===== src/rtl/dmd_pattern_sequencer_pkg.sv =====
// dmd_seq_pkg: shared types and pin encodings for the DMD pattern sequencer.
//   seq_state_t   : sequencer FSM states
//   ROWMD_WRITE   : dmd_rowmd value for a row write strobe
//   BLKMD_GLOBAL  : dmd_blkmd value for a global block reset
package dmd_seq_pkg;
  typedef enum logic [1:0] {IDLE, WAIT_ROW, READ, BLK_RST} seq_state_t;

  localparam logic [1:0] ROWMD_WRITE  = 2'b01;
  localparam logic [1:0] BLKMD_GLOBAL = 2'b11;
endpackage


===== src/rtl/dmd_pattern_sequencer_if.sv =====
// dmd_pattern_sequencer_if: row-FIFO bundle between the memory read FIFOs
// and the sequencer.
//   fifo_valid      : per channel, at least one full row buffered
//   fifo_data_valid : per channel read-data valid (one cycle after rd_en)
//   fifo_dout       : read data, channel 0 in the LSBs
//   fifo_rd_en      : shared read enable from the sequencer
// master = FIFO side, slave = sequencer side.
interface dmd_pattern_sequencer_if #(
  parameter int NUM_CH = 2,
  parameter int DATA_W = 128
);
  logic [NUM_CH-1:0]        fifo_valid;
  logic [NUM_CH-1:0]        fifo_data_valid;
  logic [NUM_CH*DATA_W-1:0] fifo_dout;
  logic                     fifo_rd_en;

  modport master (output fifo_valid, fifo_data_valid, fifo_dout, input fifo_rd_en);
  modport slave  (input fifo_valid, fifo_data_valid, fifo_dout, output fifo_rd_en);
endinterface


===== src/rtl/dmd_pattern_sequencer_row_reader.sv =====
// dmd_seq_row_reader: reads one row of WORDS_PER_ROW words while rd_act is
// high and aligns the 1-cycle-latency FIFO data onto the DMD pins.
//   rd_act          : FSM is in READ
//   row_addr        : DMD row address of the row being read
//   fifo_rd_en      : shared FIFO read enable (== rd_act)
//   rd_last         : this rd_en is the last word of the row
//   dmd_dout/dvalid : word output, two cycles after its rd_en
//   dmd_rowmd/rowad : row strobe, together with the last word of the row
//   underrun        : sticky, read data was due but not valid on all channels
module dmd_seq_row_reader import dmd_seq_pkg::*; #(
  parameter int NUM_CH        = 2,
  parameter int DATA_W        = 128,
  parameter int WORDS_PER_ROW = 8,
  parameter int ROW_AD_W      = 11
) (
  input  logic                     clk_g,
  input  logic                     rst,
  input  logic                     rd_act,
  input  logic [ROW_AD_W-1:0]      row_addr,
  input  logic [NUM_CH-1:0]        fifo_data_valid,
  input  logic [NUM_CH*DATA_W-1:0] fifo_dout,
  output logic                     fifo_rd_en,
  output logic                     rd_last,
  output logic [NUM_CH*DATA_W-1:0] dmd_dout,
  output logic                     dmd_dvalid,
  output logic [1:0]               dmd_rowmd,
  output logic [ROW_AD_W-1:0]      dmd_rowad,
  output logic                     underrun
);
  localparam int WC_W = (WORDS_PER_ROW > 1) ? $clog2(WORDS_PER_ROW) : 1;

  logic [WC_W-1:0]     wcnt;
  logic                due_q;   // FIFO read data is due this cycle
  logic                last_q;  // due word is the last of its row
  logic [ROW_AD_W-1:0] row_q;   // row address travelling with the last word

  assign fifo_rd_en = rd_act;
  assign rd_last    = rd_act && (wcnt == WC_W'(WORDS_PER_ROW - 1));

  always_ff @(posedge clk_g or posedge rst) begin
    if (rst) begin
      wcnt       <= '0;
      due_q      <= 1'b0;
      last_q     <= 1'b0;
      row_q      <= '0;
      dmd_dout   <= '0;
      dmd_dvalid <= 1'b0;
      dmd_rowmd  <= 2'b00;
      dmd_rowad  <= '0;
      underrun   <= 1'b0;
    end else begin
      if (rd_act) wcnt <= rd_last ? '0 : wcnt + 1'b1;
      due_q  <= rd_act;
      last_q <= rd_last;
      if (rd_last) row_q <= row_addr;
      // An invalid word is still pushed out (without dvalid) so the row
      // keeps its length and the strobe timing is unaffected.
      if (due_q) dmd_dout <= fifo_dout;
      dmd_dvalid <= due_q && (&fifo_data_valid);
      if (due_q && !(&fifo_data_valid)) underrun <= 1'b1;
      dmd_rowmd <= last_q ? ROWMD_WRITE : 2'b00;
      if (last_q) dmd_rowad <= row_q;
    end
  end
endmodule


===== src/rtl/dmd_pattern_sequencer.sv =====
// dmd_pattern_sequencer: on each accepted trigger, streams 1..15 patterns of
// NUM_ROWS rows from NUM_CH row FIFOs onto the DMD bus, issuing a global
// block reset after every pattern.
//   clk_g, rst        : clock, async active-high reset
//   trigger           : rising-edge sequence trigger (ignored unless
//                       mem_preload_done)
//   seq_len           : patterns per trigger, 0 means 1
//   fifo              : row-FIFO bundle (slave side)
//   dmd_*             : DMD pin interface
//   busy, seq_done    : status; seq_done pulses in the last busy cycle
//   trig_overrun      : sticky, edge while busy; cleared on acceptance
//   underrun          : sticky, read data not valid when due
// Optional: DMD_SEQ_NS_FLIP_EN adds input ns_flip (sampled at acceptance);
// when set, row addresses run NUM_ROWS-1 down to 0.
module dmd_pattern_sequencer import dmd_seq_pkg::*; #(
  parameter int NUM_CH        = 2,
  parameter int DATA_W        = 128,
  parameter int NUM_ROWS      = 1080,
  parameter int WORDS_PER_ROW = 8,
  parameter int ROW_AD_W      = 11,
  parameter int RST_HOLD_CYC  = 16
) (
  input  logic                     clk_g,
  input  logic                     rst,
  input  logic                     trigger,
  input  logic                     mem_preload_done,
  input  logic [3:0]               seq_len,
`ifdef DMD_SEQ_NS_FLIP_EN
  input  logic                     ns_flip,
`endif
  dmd_pattern_sequencer_if.slave   fifo,
  output logic [NUM_CH*DATA_W-1:0] dmd_dout,
  output logic                     dmd_dvalid,
  output logic [1:0]               dmd_rowmd,
  output logic [ROW_AD_W-1:0]      dmd_rowad,
  output logic [1:0]               dmd_blkmd,
  output logic [3:0]               dmd_blkad,
  output logic                     busy,
  output logic                     seq_done,
  output logic                     trig_overrun,
  output logic                     underrun
);
  localparam int HC_W = (RST_HOLD_CYC > 1) ? $clog2(RST_HOLD_CYC) : 1;

  seq_state_t          state;
  logic                trigger_q;
  logic [3:0]          len_q;
  logic [3:0]          pat_cnt;
  logic [ROW_AD_W-1:0] row_cnt;
  logic [HC_W-1:0]     hold_cnt;
  logic                flip_q;
  logic                trig_edge, row_last, hold_last, pat_last, rd_last;
  logic [ROW_AD_W-1:0] row_addr;

  assign trig_edge = trigger & ~trigger_q;
  assign row_last  = (row_cnt == ROW_AD_W'(NUM_ROWS - 1));
  assign hold_last = (hold_cnt == HC_W'(RST_HOLD_CYC - 1));
  assign pat_last  = ((pat_cnt + 4'd1) == len_q);
  assign busy      = (state != IDLE);
  assign seq_done  = (state == BLK_RST) && hold_last && pat_last;
  assign dmd_blkad = 4'd0;
  assign row_addr  = flip_q ? (ROW_AD_W'(NUM_ROWS - 1) - row_cnt) : row_cnt;

`ifndef DMD_SEQ_NS_FLIP_EN
  assign flip_q = 1'b0;
`endif

  always_ff @(posedge clk_g or posedge rst) begin
    if (rst) begin
      state        <= IDLE;
      trigger_q    <= 1'b0;
      len_q        <= '0;
      pat_cnt      <= '0;
      row_cnt      <= '0;
      hold_cnt     <= '0;
      trig_overrun <= 1'b0;
      dmd_blkmd    <= 2'b00;
`ifdef DMD_SEQ_NS_FLIP_EN
      flip_q       <= 1'b0;
`endif
    end else begin
      trigger_q <= trigger;
      // Delayed one cycle so the reset pulse starts with the final word and
      // row strobe of the pattern, never ahead of them.
      dmd_blkmd <= (state == BLK_RST) ? BLKMD_GLOBAL : 2'b00;
      if (trig_edge && busy) trig_overrun <= 1'b1;
      unique case (state)
        IDLE: if (trig_edge && mem_preload_done) begin
          state        <= WAIT_ROW;
          len_q        <= (seq_len == 4'd0) ? 4'd1 : seq_len;
          row_cnt      <= '0;
          pat_cnt      <= '0;
          hold_cnt     <= '0;
          trig_overrun <= 1'b0;
`ifdef DMD_SEQ_NS_FLIP_EN
          flip_q       <= ns_flip;
`endif
        end
        WAIT_ROW: if (&fifo.fifo_valid) state <= READ;
        READ: if (rd_last) begin
          if (row_last) state <= BLK_RST;
          else begin
            state   <= WAIT_ROW;
            row_cnt <= row_cnt + 1'b1;
          end
        end
        BLK_RST: if (hold_last) begin
          hold_cnt <= '0;
          pat_cnt  <= pat_cnt + 4'd1;
          if (pat_last) state <= IDLE;
          else begin
            state   <= WAIT_ROW;
            row_cnt <= '0;
          end
        end else hold_cnt <= hold_cnt + 1'b1;
        default: state <= IDLE;
      endcase
    end
  end

  dmd_seq_row_reader #(
    .NUM_CH(NUM_CH), .DATA_W(DATA_W),
    .WORDS_PER_ROW(WORDS_PER_ROW), .ROW_AD_W(ROW_AD_W)
  ) u_rd (
    .clk_g          (clk_g),
    .rst            (rst),
    .rd_act         (state == READ),
    .row_addr       (row_addr),
    .fifo_data_valid(fifo.fifo_data_valid),
    .fifo_dout      (fifo.fifo_dout),
    .fifo_rd_en     (fifo.fifo_rd_en),
    .rd_last        (rd_last),
    .dmd_dout       (dmd_dout),
    .dmd_dvalid     (dmd_dvalid),
    .dmd_rowmd      (dmd_rowmd),
    .dmd_rowad      (dmd_rowad),
    .underrun       (underrun)
  );
endmodule

===== src/flat_wrapper.sv =====
// flat-port wrapper written by rule: the top's interface ports become plain ports
module dmd_pattern_sequencer_flat import dmd_seq_pkg::*;
#(
  parameter int NUM_CH        = 2,
  parameter int DATA_W        = 128,
  parameter int NUM_ROWS      = 1080,
  parameter int WORDS_PER_ROW = 8,
  parameter int ROW_AD_W      = 11,
  parameter int RST_HOLD_CYC  = 16
)
  (clk_g, rst, trigger, mem_preload_done, seq_len, dmd_dout, dmd_dvalid, dmd_rowmd, dmd_rowad, dmd_blkmd, dmd_blkad, busy, seq_done, trig_overrun, underrun, fifo_fifo_valid, fifo_fifo_data_valid, fifo_fifo_dout, fifo_fifo_rd_en);
  dmd_pattern_sequencer_if #(.NUM_CH(NUM_CH), .DATA_W(DATA_W)) fifo_i ();
  input  logic clk_g;
  input  logic rst;
  input  logic trigger;
  input  logic mem_preload_done;
  input  logic [3:0] seq_len;
  output logic [NUM_CH*DATA_W-1:0] dmd_dout;
  output logic dmd_dvalid;
  output logic [1:0] dmd_rowmd;
  output logic [ROW_AD_W-1:0] dmd_rowad;
  output logic [1:0] dmd_blkmd;
  output logic [3:0] dmd_blkad;
  output logic busy;
  output logic seq_done;
  output logic trig_overrun;
  output logic underrun;
  input wire logic [$bits(fifo_i.fifo_valid)-1:0] fifo_fifo_valid;
  input wire logic [$bits(fifo_i.fifo_data_valid)-1:0] fifo_fifo_data_valid;
  input wire logic [$bits(fifo_i.fifo_dout)-1:0] fifo_fifo_dout;
  output wire logic [$bits(fifo_i.fifo_rd_en)-1:0] fifo_fifo_rd_en;
  assign fifo_i.fifo_valid = fifo_fifo_valid;
  assign fifo_i.fifo_data_valid = fifo_fifo_data_valid;
  assign fifo_i.fifo_dout = fifo_fifo_dout;
  assign fifo_fifo_rd_en = fifo_i.fifo_rd_en;
  dmd_pattern_sequencer #(.NUM_CH(NUM_CH), .DATA_W(DATA_W), .NUM_ROWS(NUM_ROWS), .WORDS_PER_ROW(WORDS_PER_ROW), .ROW_AD_W(ROW_AD_W), .RST_HOLD_CYC(RST_HOLD_CYC)) u_core (.clk_g(clk_g), .rst(rst), .trigger(trigger), .mem_preload_done(mem_preload_done), .seq_len(seq_len), .fifo(fifo_i), .dmd_dout(dmd_dout), .dmd_dvalid(dmd_dvalid), .dmd_rowmd(dmd_rowmd), .dmd_rowad(dmd_rowad), .dmd_blkmd(dmd_blkmd), .dmd_blkad(dmd_blkad), .busy(busy), .seq_done(seq_done), .trig_overrun(trig_overrun), .underrun(underrun));
endmodule

===== config.mk =====
export PLATFORM = sky130hd
export DESIGN_NAME = dmd_pattern_sequencer_flat
export DESIGN_NICKNAME = d
export VERILOG_FILES = /design/src/rtl/dmd_pattern_sequencer_pkg.sv /design/src/rtl/dmd_pattern_sequencer_if.sv /design/src/rtl/dmd_pattern_sequencer_row_reader.sv /design/src/rtl/dmd_pattern_sequencer.sv /design/src/flat_wrapper.sv
export SDC_FILE = /design/constraint.sdc
export NUM_CORES = 1
export LEC_CHECK = 0
export CAP_MARGIN = 25
export CORE_MARGIN = 10
export CORE_UTILIZATION = 30
export CTS_BUF_LIST = sky130_fd_sc_hd__clkbuf_8
export DETAILED_ROUTE_END_ITERATION = 7
export SLEW_MARGIN = 5
export SYNTH_ARGS = -nofsm -noshare
export SYNTH_HDL_FRONTEND = slang
export SYNTH_SLANG_ARGS = --single-unit

===== constraint.sdc =====
create_clock -name clk_g -period 27.9 [get_ports clk_g]
set_input_delay 2.79 -clock clk_g [delete_from_list [all_inputs] [get_ports clk_g]]
set_output_delay 2.79 -clock clk_g [all_outputs]
set_load 0.02 [all_outputs]

==> run_results.csv <==
group,metric,value,unit
synthesis,syn_avg_cell_area,15.4,µm²
setup_path,cp-endpoint,"seq_done",
timing,tns,0,ns
synthesis,synth_area,12200,µm²
power_and_ir_drop,pwr_density_cell,122,nW/µm²
setup_path,crit_type,"flip-flop to output pin",
cells_and_area,instances_no_fill,1935,
synthesis,yosysSeqAreaShare,64.3,%
setup_path,r2r_end,"u_core.u_rd.dmd_dout[78]",
setup_path,crit_fanout,14,
floorplan,io_pins,549,
drt,firstDrtPassIters,4,
cells_and_area,design_area,19500,µm²
drt,ant_nets,0,
floorplan,start_util,30.5,%
setup_path,cp-startpoint,"u_core.pat_cnt[0]",
drt,remaining_drc_errors,0,
clock_tree,cts_sinks,314,
synthesis,synth_edf_count,0,
placement,dp_slack,22.83,ns
setup_path,r2r_start,"u_core.u_rd.due_q",
clock_tree,cts_root_buf,"clkbuf_8",
power_and_ir_drop,intPower,1.52,mW
power_and_ir_drop,peakVddDrop,0.0539,mV
timing,grt_setup_unrepaired,"false",
clock_tree,path_clk_slew,0.06,ns
setup_path,crit_arrival,2.84,ns
clock_tree,cts_tree,"yes",
timing,finClkSkew,0.0274,ns
setup_path,reg2reg_setup_slack,24.57,ns
clock_tree,cts.hold.buffers_added,0,
setup_path,r2r_cells,3,
synthesis,syn_inst,792,
global_route,grt_pass1_vias,9227,
drt,via_per_inst,4.50,
cells_and_area,syn_to_final_growth,59.4,%
cells_and_area,drive_above_1_share,28.2,%
timing,slew_headroom,36.2,%
timing,setup_viol,0,
global_route,antenna_found_initial,8,
setup_path,end_kind,"output pin",
synthesis,yosysTopAreaCell,"dfrtp_1",
timing,hold_violations,0,
setup_path,start_kind,"flip-flop",
cells_and_area,fin_nets,1637,
placement,hpwl,35200,µm
hold_path,hp-class,"flip-flop to flip-flop",
floorplan,die-area,49200,µm²
job,max-cap-violations,0,
global_route,grt_max_degree,114,
timing,tightestPinTransition,0.957,ns
cells_and_area,layout_commonest_cell,"clkdlybuf4s50_1",
placement,dpl_cell_area,18200,µm²
power_and_ir_drop,netSwitchingPower,0.860,mW
timing,layout_setup_ws,22.27,ns
synthesis,synth-warning-count,0,
clock_tree,clkLatencyLatePin,0.62,ns
placement,routabilityCongestion,0.798,
drt,drt_wl_total,45000,µm
synthesis,synth_area_leaders,"dfrtp_1, mux2_2, clkbuf_1",
cells_and_area,final_cell_mix,"clkdlybuf4s50_1, dfrtp_1, mux2_2",
run_status,status,"completed",
power_and_ir_drop,p_leak,7.94,nW
clock_tree,numCtsBuffers,56,
global_route,grt_overflow,0,
setup_path,cp.required,25.11,ns
global_route,grt_pass1_wl,65500,µm
global_route,grt_util_all_layers,17.7,%
synthesis,synth-seq-cells,314,
placement,portBuffers,543,
clock_tree,cts_buffer_depth,3,
clock_tree,ctsResizeCount,0,
placement,dp_cells,1826,
drt,vias,8712,
timing,layout_min_cycle_time,5.63,ns
floorplan,die_w,222,µm
power_and_ir_drop,clock_power_share,19.5,%
timing,fmax,178,MHz
power_and_ir_drop,p_comb_share,47.6,%
floorplan,die_h,222,µm
drt,drt_iter0_drc,374,
power_and_ir_drop,p_sw_share,36.1,%
floorplan,rows,73,
synthesis,synthDistinctLibCells,48,
drt,wl_per_cell,23.3,µm
timing,maxSlewViolCount,0,
synthesis,synth_top_area_share,64.3,%
timing,hold_ws,0.465,ns
synthesis,synth-async-reset-ratio,100,%
clock_tree,cts_setup_buffers,0,
floorplan,fp.coreArea,40000,µm²
power_and_ir_drop,seq_power_share,32.9,%
synthesis,yosys_most_used_dff,"dfrtp_1",
timing,fin_crit_sh,20.2,%
clock_tree,cts_max_level,2,
-- critical path, stage by stage, from the launching register on --
cell             delay (ns)
dfrtp_1                0.43
ha_1                   0.35
xor2_1                 0.19
nor4_2                 0.27
buf_4                  0.24
and2b_1                0.14
clkdlybuf4s50_1        0.64
-- power groups by stage --
stage | registers, mW | clock network (mW) | logic [mW]
final | 0.784 | 0.463 | 1.13
after global routing | 0.813 | 0.505 | 1.19
after CTS | 0.786 | 0.482 | 1.15
after detailed placement | 0.793 | 0 | 1.15
after global placement | 0.784 | 0 | 1.14
after floorplan | 1.01 | 0 | 0.349
-- synth_stat cells, drive strengths merged (4+ instances only) --
master,number
a22o,4
dfrtp,314
clkbuf,34
a21oi,5
mux2,281
nand2b,4
buf,11
nand2,27
nor3,5
nand3,13
o21ai,20
nand3b,4
o31ai,4
ha,9
inv,11
or2,4
-- layer usage --
layer / vias up / track usage [%] / share of wire, %
li1: 3959 / - / -
met5: - / 0 / 0.062
met3: 56 / 6.71 / 8.1
met2: 329 / 30.5 / 51
met4: 4 / 4.42 / 1.9
met1: 4364 / 20.1 / 39
-- worst min path at each step --
| stage | startpoint | to | slack, ns | cells past startpoint |
|---|---|---|---|---|
| after floorplan | u_core.u_rd.last_q | u_core.u_rd.dmd_rowmd[0] | 0.38 | 0 |
| after global placement | u_core.u_rd.underrun | u_core.u_rd.underrun | 0.44 | 1 |
| after detailed placement | u_core.u_rd.underrun | u_core.u_rd.underrun | 0.45 | 1 |
| after CTS | u_core.u_rd.underrun | u_core.u_rd.underrun | 0.46 | 1 |
| after global routing | u_core.u_rd.underrun | u_core.u_rd.underrun | 0.49 | 1 |
| final | u_core.u_rd.underrun | u_core.u_rd.underrun | 0.46 | 1 |
-- flip-flops by register name (all words and copies together) (netlist names) --
name,flops
u_core.row_addr,11
u_core.len_q,4
u_core.pat_cnt,4
u_core.hold_cnt,4
u_core.trig_overrun,1
u_core.u_rd.dmd_dout,256
u_core.u_rd.dmd_dvalid,1
u_core.trigger_q,1
u_core.u_rd.underrun,1
u_core.dmd_blkmd,1
u_core.u_rd.dmd_rowmd,1
u_core.u_rd.due_q,1
u_core.state,2
u_core.u_rd.dmd_rowad,11
u_core.u_rd.row_q,11
u_core.u_rd.last_q,1
u_core.u_rd.wcnt,3
-- final cells by class --
cell class	instances	area, µm²
timing repair buffer	551	5520
clock buffer	81	1110
tap	525	657
antenna	5	12.5
sequential	314	7860
fill	3565	20500
clock inverter	22	133
multi-input combinational	426	4140
inverter	11	48.8
-- cell families (layout without fill, tap and decap cells) --
logic type	Yosys count	after routing	share of synthesized area, %
muxes	283	283	26.1
buffers and inverters	56	665	1.99
xor gates and xnor gates	5	5	0.471
AOI/OAI and AO/OA	50	50	2.96
other	1	10	0.0307
DFF	314	314	64.3
adders and majority gates	9	9	0.922
and+or+nand+nor	74	74	3.26
-- through the flow --
stage	utilization, %	power (mW)
3_3_place_gp	45.5	1.93
6_report	48.7	2.38
4_1_cts	48.6	2.42
5_1_grt	48.7	2.51
3_5_place_dp	45.5	1.94
2_1_floorplan	-	1.36
No activity file was read; power rests on OpenSTA's default activity.
